### src/rtl/key_debouncer.sv
// Two-flop synchroniser plus per-channel debounce FSM for four active-low keys and SW[0].
// Optional auto-repeat on held keys, enabled by defining KEY_DEBOUNCER_AUTO_REPEAT_EN.
module key_debouncer #(
    parameter int DB_CNT        = 1000000,
    parameter int REPEAT_DELAY  = 25000000,
    parameter int REPEAT_PERIOD = 5000000,
    parameter int CNT_W         = 25
) (
    input  logic       CLOCK_50,
    input  logic       RESET_N,
    input  logic [3:0] KEY_N,
    input  logic       SW_RAW,
    output logic [3:0] KEY_LEVEL,
    output logic [3:0] KEY_PULSE,
    output logic       SW_OUT
);
    localparam int NCH = 5;
    // The counter tracks samples after the first one, so acceptance fires one short of DB_CNT-1.
    localparam logic [CNT_W-1:0] DB_LAST = CNT_W'(DB_CNT - 2);
    localparam logic [NCH-1:0] SYNC_IDLE = 5'b01111;

    typedef enum logic [1:0] {STABLE_LO, WAIT_HI, STABLE_HI, WAIT_LO} db_state_t;

    logic [NCH-1:0] sync1, sync2, sample, level;

    // NOTE: synchroniser flops reset to the released raw value so no phantom edge follows reset.
    always_ff @(posedge CLOCK_50) begin
        if (!RESET_N) begin
            sync1 <= SYNC_IDLE;
            sync2 <= SYNC_IDLE;
        end else begin
            sync1 <= {SW_RAW, KEY_N};
            sync2 <= sync1;
        end
    end

    assign sample = {sync2[4], ~sync2[3:0]};

    for (genvar i = 0; i < NCH; i++) begin : g_ch
        db_state_t        state, state_nx;
        logic [CNT_W-1:0] cnt, cnt_nx;
        logic             lvl_q;
        logic             s;

        assign s = sample[i];

        // NOTE: every output of this block gets a default first, so no latch can be inferred.
        always_comb begin
            state_nx = state;
            cnt_nx   = cnt;
            case (state)
                STABLE_LO: if (s) begin
                    state_nx = WAIT_HI;
                    cnt_nx   = '0;
                end
                WAIT_HI: begin
                    if (!s) begin
                        state_nx = STABLE_LO;
                        cnt_nx   = '0;
                    end else if (cnt >= DB_LAST) begin
                        state_nx = STABLE_HI;
                        cnt_nx   = '0;
                    end else if (cnt != '1) begin
                        cnt_nx = cnt + 1'b1;
                    end
                end
                STABLE_HI: if (!s) begin
                    state_nx = WAIT_LO;
                    cnt_nx   = '0;
                end
                WAIT_LO: begin
                    if (s) begin
                        state_nx = STABLE_HI;
                        cnt_nx   = '0;
                    end else if (cnt >= DB_LAST) begin
                        state_nx = STABLE_LO;
                        cnt_nx   = '0;
                    end else if (cnt != '1) begin
                        cnt_nx = cnt + 1'b1;
                    end
                end
                default: begin
                    state_nx = STABLE_LO;
                    cnt_nx   = '0;
                end
            endcase
        end

        // NOTE: sequential state uses non-blocking assignments only.
        always_ff @(posedge CLOCK_50) begin
            if (!RESET_N) begin
                state <= STABLE_LO;
                cnt   <= '0;
                lvl_q <= 1'b0;
            end else begin
                state <= state_nx;
                cnt   <= cnt_nx;
                lvl_q <= (state_nx == STABLE_HI) || (state_nx == WAIT_LO);
            end
        end

        assign level[i] = lvl_q;

        if (i < 4) begin : g_pulse
            logic pulse_q;
            logic fire;
`ifdef KEY_DEBOUNCER_AUTO_REPEAT_EN
            localparam logic [CNT_W-1:0] DELAY_LAST  = CNT_W'(REPEAT_DELAY - 1);
            localparam logic [CNT_W-1:0] PERIOD_LAST = CNT_W'(REPEAT_PERIOD - 1);
            logic [CNT_W-1:0] rcnt, rcnt_nx;
            logic             rfirst, rfirst_nx;

            // Repeat count advances only while settled in STABLE_HI; WAIT_LO holds it.
            always_comb begin
                rcnt_nx   = rcnt;
                rfirst_nx = rfirst;
                fire      = 1'b0;
                if (state == STABLE_HI && state_nx == STABLE_HI) begin
                    if (rcnt >= (rfirst ? DELAY_LAST : PERIOD_LAST)) begin
                        fire      = 1'b1;
                        rcnt_nx   = '0;
                        rfirst_nx = 1'b0;
                    end else begin
                        rcnt_nx = rcnt + 1'b1;
                    end
                end else if (state_nx == STABLE_LO ||
                             (state == WAIT_HI && state_nx == STABLE_HI)) begin
                    rcnt_nx   = '0;
                    rfirst_nx = 1'b1;
                end
            end

            always_ff @(posedge CLOCK_50) begin
                if (!RESET_N) begin
                    rcnt   <= '0;
                    rfirst <= 1'b1;
                end else begin
                    rcnt   <= rcnt_nx;
                    rfirst <= rfirst_nx;
                end
            end
`else
            assign fire = 1'b0;
`endif
            always_ff @(posedge CLOCK_50) begin
                if (!RESET_N) pulse_q <= 1'b0;
                else          pulse_q <= (state == WAIT_HI && state_nx == STABLE_HI) || fire;
            end

            assign KEY_PULSE[i] = pulse_q;
        end
    end

    assign KEY_LEVEL = level[3:0];
    assign SW_OUT    = level[4];
endmodule

### config.mk
export PLATFORM = sky130hd
export DESIGN_NAME = key_debouncer
export DESIGN_NICKNAME = d
export VERILOG_FILES = /design/src/rtl/key_debouncer.sv
export SDC_FILE = /design/constraint.sdc
export NUM_CORES = 1
export LEC_CHECK = 0
export CAP_MARGIN = 20
export CORE_MARGIN = 2
export CORE_UTILIZATION = 60
export DETAILED_ROUTE_END_ITERATION = 6
export PLACE_DENSITY = 0.77
export SYNTH_ARGS = -nofsm -noshare
export SYNTH_HDL_FRONTEND = slang
export SYNTH_SLANG_ARGS = --single-unit
### constraint.sdc
create_clock -name CLOCK_50 -period 2.5 [get_ports CLOCK_50]
set_input_delay 0.5 -clock CLOCK_50 [delete_from_list [all_inputs] [get_ports CLOCK_50]]
set_output_delay 0.5 -clock CLOCK_50 [all_outputs]
set_load 0.005 [all_outputs]
* After elaboration in Yosys (flattened, before gate mapping) *
Cells that the tools add are included.

cells by class
  $add $sub $neg = 5
  magnitude comparators = 5
  equality and inequality tests = 40
  muxes and demuxes = 70
  bitwise logic cells = 1
  reductions and logical operators = 19

operators with widths
  cell                     number
  $mux W25                 30
  $pmux W25 S4             5
  $add A25 B1 Y25 const B  5
  $ge A25 B20 Y1 const B   5
  $ne A25 B25 Y1 const B   5
  $mux W2                  30
  $eq A2 B2 Y1 const B     20
  $pmux W2 S4              5
  $ne A2 B2 Y1 const B     10
  $eq A2 B1 Y1 const B     5
  $logic_not A2 Y1         5
  $reduce_and A2 Y1        5
  $logic_or A1 B1 Y1       5
  $logic_and A1 B1 Y1      4
  $not A4 Y4               1

word-level totals
  register bits = 154
  input port bits = 7
  output and inout port bits = 9
  logic and storage cells = 161

* Logic depth before layout (Yosys ltp) *
  word-level depth = 6
  depth in mapped cells = 10
  mapped depth without buffers = 8

* Worst setup path after synthesis *
No wires, ideal clock.

  path type = register -> register
  start point = reg g_ch[0].cnt[10]
  end point = reg g_ch[0].cnt[13]
  setup time = 0.114 ns
  arrival time = 2.100 ns
  setup slack = 0.286 ns
  cell stages (with the launch flop) = 9
  path through = dfxtp_1 or3_1 or4_1 o22ai_2 or3_1 buf_2 buf_4 o21ai_0 a21o_1

on the way
  longest elaborated chain between the ends = 5
  elaborated cells between the ends (all ways) = 8

RTL lines
  item                                               RTL line  RTL
  from (decl)                                        41        logic [CNT_W-1:0] cnt, cnt_nx;
  from (signal assigned)                             97        cnt <= cnt_nx;
  $add A25 B1 Y25 or $ne A25 B25 Y1 (tied branches)  -
  $mux W25                                           63, 78
  $mux W25 (*)                                       75        end else if (cnt >= DB_LAST) begin
  $mux W25 (on tied branches)                        72, 57
  $pmux W25 S4 (*)                                   51        case (state)

Mark *: on every way between the ends. The rest lies on a longest branch, timed or not.
A chain may end at the register's enable or synchronous reset.

* Worst setup path after layout *
  start point = reg g_ch[3].cnt[10]
  end point = reg g_ch[3].cnt[8]

on the way
  longest elaborated chain between the ends = 5
  elaborated cells between the ends (all ways) = 7

RTL lines
  item                                                    RTL line
  from (decl)                                             41
  from (signal assigned)                                  97
  branches (longest 2 deep; another with $ge A25 B20 Y1)  -
  $mux W25 (*)                                            75
  $mux W25 (on tied branches)                             72, 57
  $pmux W25 S4 (*)                                        51

Every way passes the cells marked *.

==> results by group <==
STA
  • Period utilization: a little over nine tenths
  • Worst path setup slack after routing: 0.116 ns
  • Least-Margin Pin Slew: 0.755 ns
  • Hold Fails Final Rpt: 0
  • Clock skew: 0.00921 ns
  • Slew Limit Headroom: 49.4%
  • Max-slew violation count: 0
  • Min Tclk post-route: 2.38 ns
  • RSZ-0062 raised after global routing: false
  • Finish-stage setup viols: 0
  • Fmax: 420 MHz

Clock network
  • H-tree Lvls: 4
  • CTS Hold Buffers Added: 0
  • Worst-Skew Late Latency: between 0.4 and 0.5 ns
  • Clock buffer depth: 2
  • # clock sinks: 152
  • Setup repair bufs after CTS: 0
  • Num CTS Buffers: 17
  • CTS tree: built
  • Root Driver: clkbuf_16
  • CTS clk-pin slew, worst paths: 0.06 ns

Synthesis
  • Sequential area share after synthesis: about two fifths
  • Mean Syn Cell Area: 8.23 um^2
  • YS warnings: 0
  • Yosys cell types: 65
  • Yosys reg bits: 152
  • Post-synth net total: 929
  • Synth Instances: 912
  • Post-synth EDFFs: 0
  • Synth async-reset ratio: 0%
  • Primary FF master, synth: dfxtp_1
  • Area of the mapped netlist: between 7000 and 8000 um^2

Drt
  • Drt initial violations: 681
  • Drt first pass iters: 5
  • Final wirelength: between 15,000 and 20,000 um
  • Final routed DRC violation total: 0
  • DR WL/cell: about 15 um
  • Antenna viol nets, final: 0
  • Via density: 6.23
  • Via Count: 7,010

Power
  • Part of the power in combinational logic: 3.6%
  • Sequential share of power: 50.8%
  • Sw Ratio: between 20% and 30%
  • P_leak: 3.23 nW
  • Pint: 3.79 mW
  • Peak VDD IR: 0.000520 V
  • Clock power frac: 45.6%
  • Switching pwr: 1.05 mW
  • PD cells: 566 nW/um^2

Die
  • Row count: 40
  • I/O pin count: 16
  • Die area: 13,400 um^2
  • Die Span Y: around 120 um
  • Initial Utilization: around three fifths
  • Core ar.: 12,100 um^2
  • DIE WIDTH: 116 um

Setup path
  • CP Launch Type: register
  • CP Capture Type: register
  • Slowest CP cell: or4_1
  • Cell family with most CP delay: simple AND/OR/NAND/NOR gates
  • Crit path DAT: 2.69 ns
  • Worst path cell trace: or3_1 -> or4_1 -> a21boi_4 -> nor3_2 -> buf_6 -> and3_1 -> a221o_1
  • Buf/Inv on CP: 1
  • CP Max Fanout: 13
  • Worst EP required: 2.81 ns
  • Delay of the slowest critical-path stage: 0.60 ns
  • Crit Path Category: register to register

Min path
  • Worst Hold Class: register to register

Placed design
  • Hpwl dp: 12,300 um
  • Setup slack at placement: -0.0297 ns
  • Port bufs: 15
  • Last weighted congestion value of the routability-driven placer: 0.890

GRT
  • Antenna violations before repair: 0
  • Largest net degree at the start of global routing: 50
  • Number of global-route vias before repair: roughly 6,500
  • Global-route wire length before repair: 29,700 um
  • GRT Total Usage: a little over a quarter
  • Grt ovf: 0

Layout
  • Final net count: 967
  • Total inserted antenna cells: 0
  • Final design utilization: 70.4%
  • Layout cells sized above 1: 9.08%
  • Area Overhead vs Synth: 13.6%
  • Fill cells: 977

Flow run
  • Max-cap violations: 0

Run status
  • Status: finished clean
[worst reg2reg max path: cells and delay by family, from the launching register on]
kind,cells,cell delay (ns)
flip-flops,1,0.30
AO/OA/AOI/OAI,2,0.46
AND/OR/NAND/NOR,4,1.32
buffers and inverters,1,0.18
[area by class of cell]
cell class / count / area (um^2) / area share [%]
clock buffers: 22 / 464 / 5.44
repair buffers: 58 / 484 / 5.68
clock inverters: 5 / 27.5 / 0.323
multi-input cells: 694 / 4200 / 49.2
flip-flops and latches: 152 / 3040 / 35.7
inverters: 27 / 101 / 1.19
well taps: 168 / 210 / 2.46
[synth_stat cells, drive strengths merged, types with 11 or more instances]
cell type	number	area share [%]
a31oi	29	2.4
and3	30	2.5
xnor2	17	2.0
nand2b	13	1.1
nand4	39	3.2
and2	21	1.7
buf	12	1.1
o21ai	41	2.7
nand3	47	3.1
nor4	15	1.3
a21o	16	1.6
clkbuf	27	1.4
dfxtp	152	41
and4	23	2.7
or3	12	1.0
xor2	21	2.4
a21oi	32	2.1
inv	27	1.3
nor3	27	1.8
nor2b	11	0.92
nand2	88	4.4
nor2	92	4.6
[flip-flops by register name, summed over array words and instances (netlist names)]
register              cells
g_ch.lvl_q                2
sync1                     5
g_ch.cnt                125
g_ch.state               10
g_ch.g_pulse.pulse_q      4
SW_OUT                    1
sync2                     5
[logic make-up (layout without fill, tap and decap cells)]
logic type      count (synthesis)  after routing  synth area share [%]
simple gates                  456            456                  32.4
compound gates                183            183                  16.2
flops                         152            152                  40.5
buf+inv                        66            112                  3.82
xor+xnor                       38             38                  4.43
fa+ha+maj                      10             10                  1.67
mux                             7              7                 0.950
[power groups by stage]
stage / registers (mW) / logic [mW] / clock network, mW
floorplan: 2.50 / 0.106 / 0
global placement: 2.51 / 0.168 / 0
detailed placement: 2.51 / 0.173 / 0
CTS: 2.45 / 0.175 / 2.24
global route: 2.46 / 0.195 / 2.35
finish: 2.45 / 0.176 / 2.20
[metrics by stage]
stage / hold slack, ns / cell area [um^2] / power, mW / std cells / setup TNS (ns)
after global routing: 0.419 / 8530 / 5.00 / 1126 / 0
after detailed placement: 0.395 / 8020 / 2.68 / 1099 / -0.0619
final: 0.405 / 8530 / 4.83 / 1126 / 0
after floorplan: 0.386 / 7510 / 2.61 / 912 / 0
after global placement: 0.388 / 8010 / 2.67 / 1098 / -0.324
after CTS: 0.409 / 8520 / 4.87 / 1126 / 0
[timing repair]
action	CTS	global route
gates cloned	0	0
gates resized for setup	1	2
endpoints found under the setup margin	3	7
[final timing paths]
kind / slack [ns] / end / startpoint / depth (start not counted)
hold / removal: 0.41 / sync2[1]$_SDFF_PN1_ / sync1[1]$_SDFF_PN1_ / 1
setup reg to reg: 0.12 / g_ch[3].cnt[8]$_SDFFE_PN0P_ / g_ch[3].cnt[10]$_SDFFE_PN0P_ / 7
setup / recovery: 0.12 / g_ch[3].cnt[8]$_SDFFE_PN0P_ / g_ch[3].cnt[10]$_SDFFE_PN0P_ / 7
hold reg to reg: 0.41 / sync2[1]$_SDFF_PN1_ / sync1[1]$_SDFF_PN1_ / 1
[per-layer routing]
layer | track usage (%) | share of wire [%] | wire length [um] | up-vias
li1 | - | - | - | 3432
met1 | 35.8 | 47 | 8130 | 3302
met2 | 44.5 | 46 | 8060 | 235
met3 | 5.91 | 5.3 | 930 | 41
met4 | 9.76 | 1.7 | 291 | 0
met5 | 0 | 0 | 0 | -
[layout by cell type, fill, tap and decap left out, drive strengths merged, types with 14 or more instances in the layout]
master,instances
o21ai,41
and3,30
buf,44
and4,23
dfxtp,152
nor4,15
nor2,92
a21oi,32
nand3,47
xor2,21
clkbuf,22
nor3,27
a31oi,29
clkdlybuf4s50,14
inv,27
xnor2,17
and2,21
a21o,16
nand4,39
nand2,88
(Power assumes the default switching activity.)
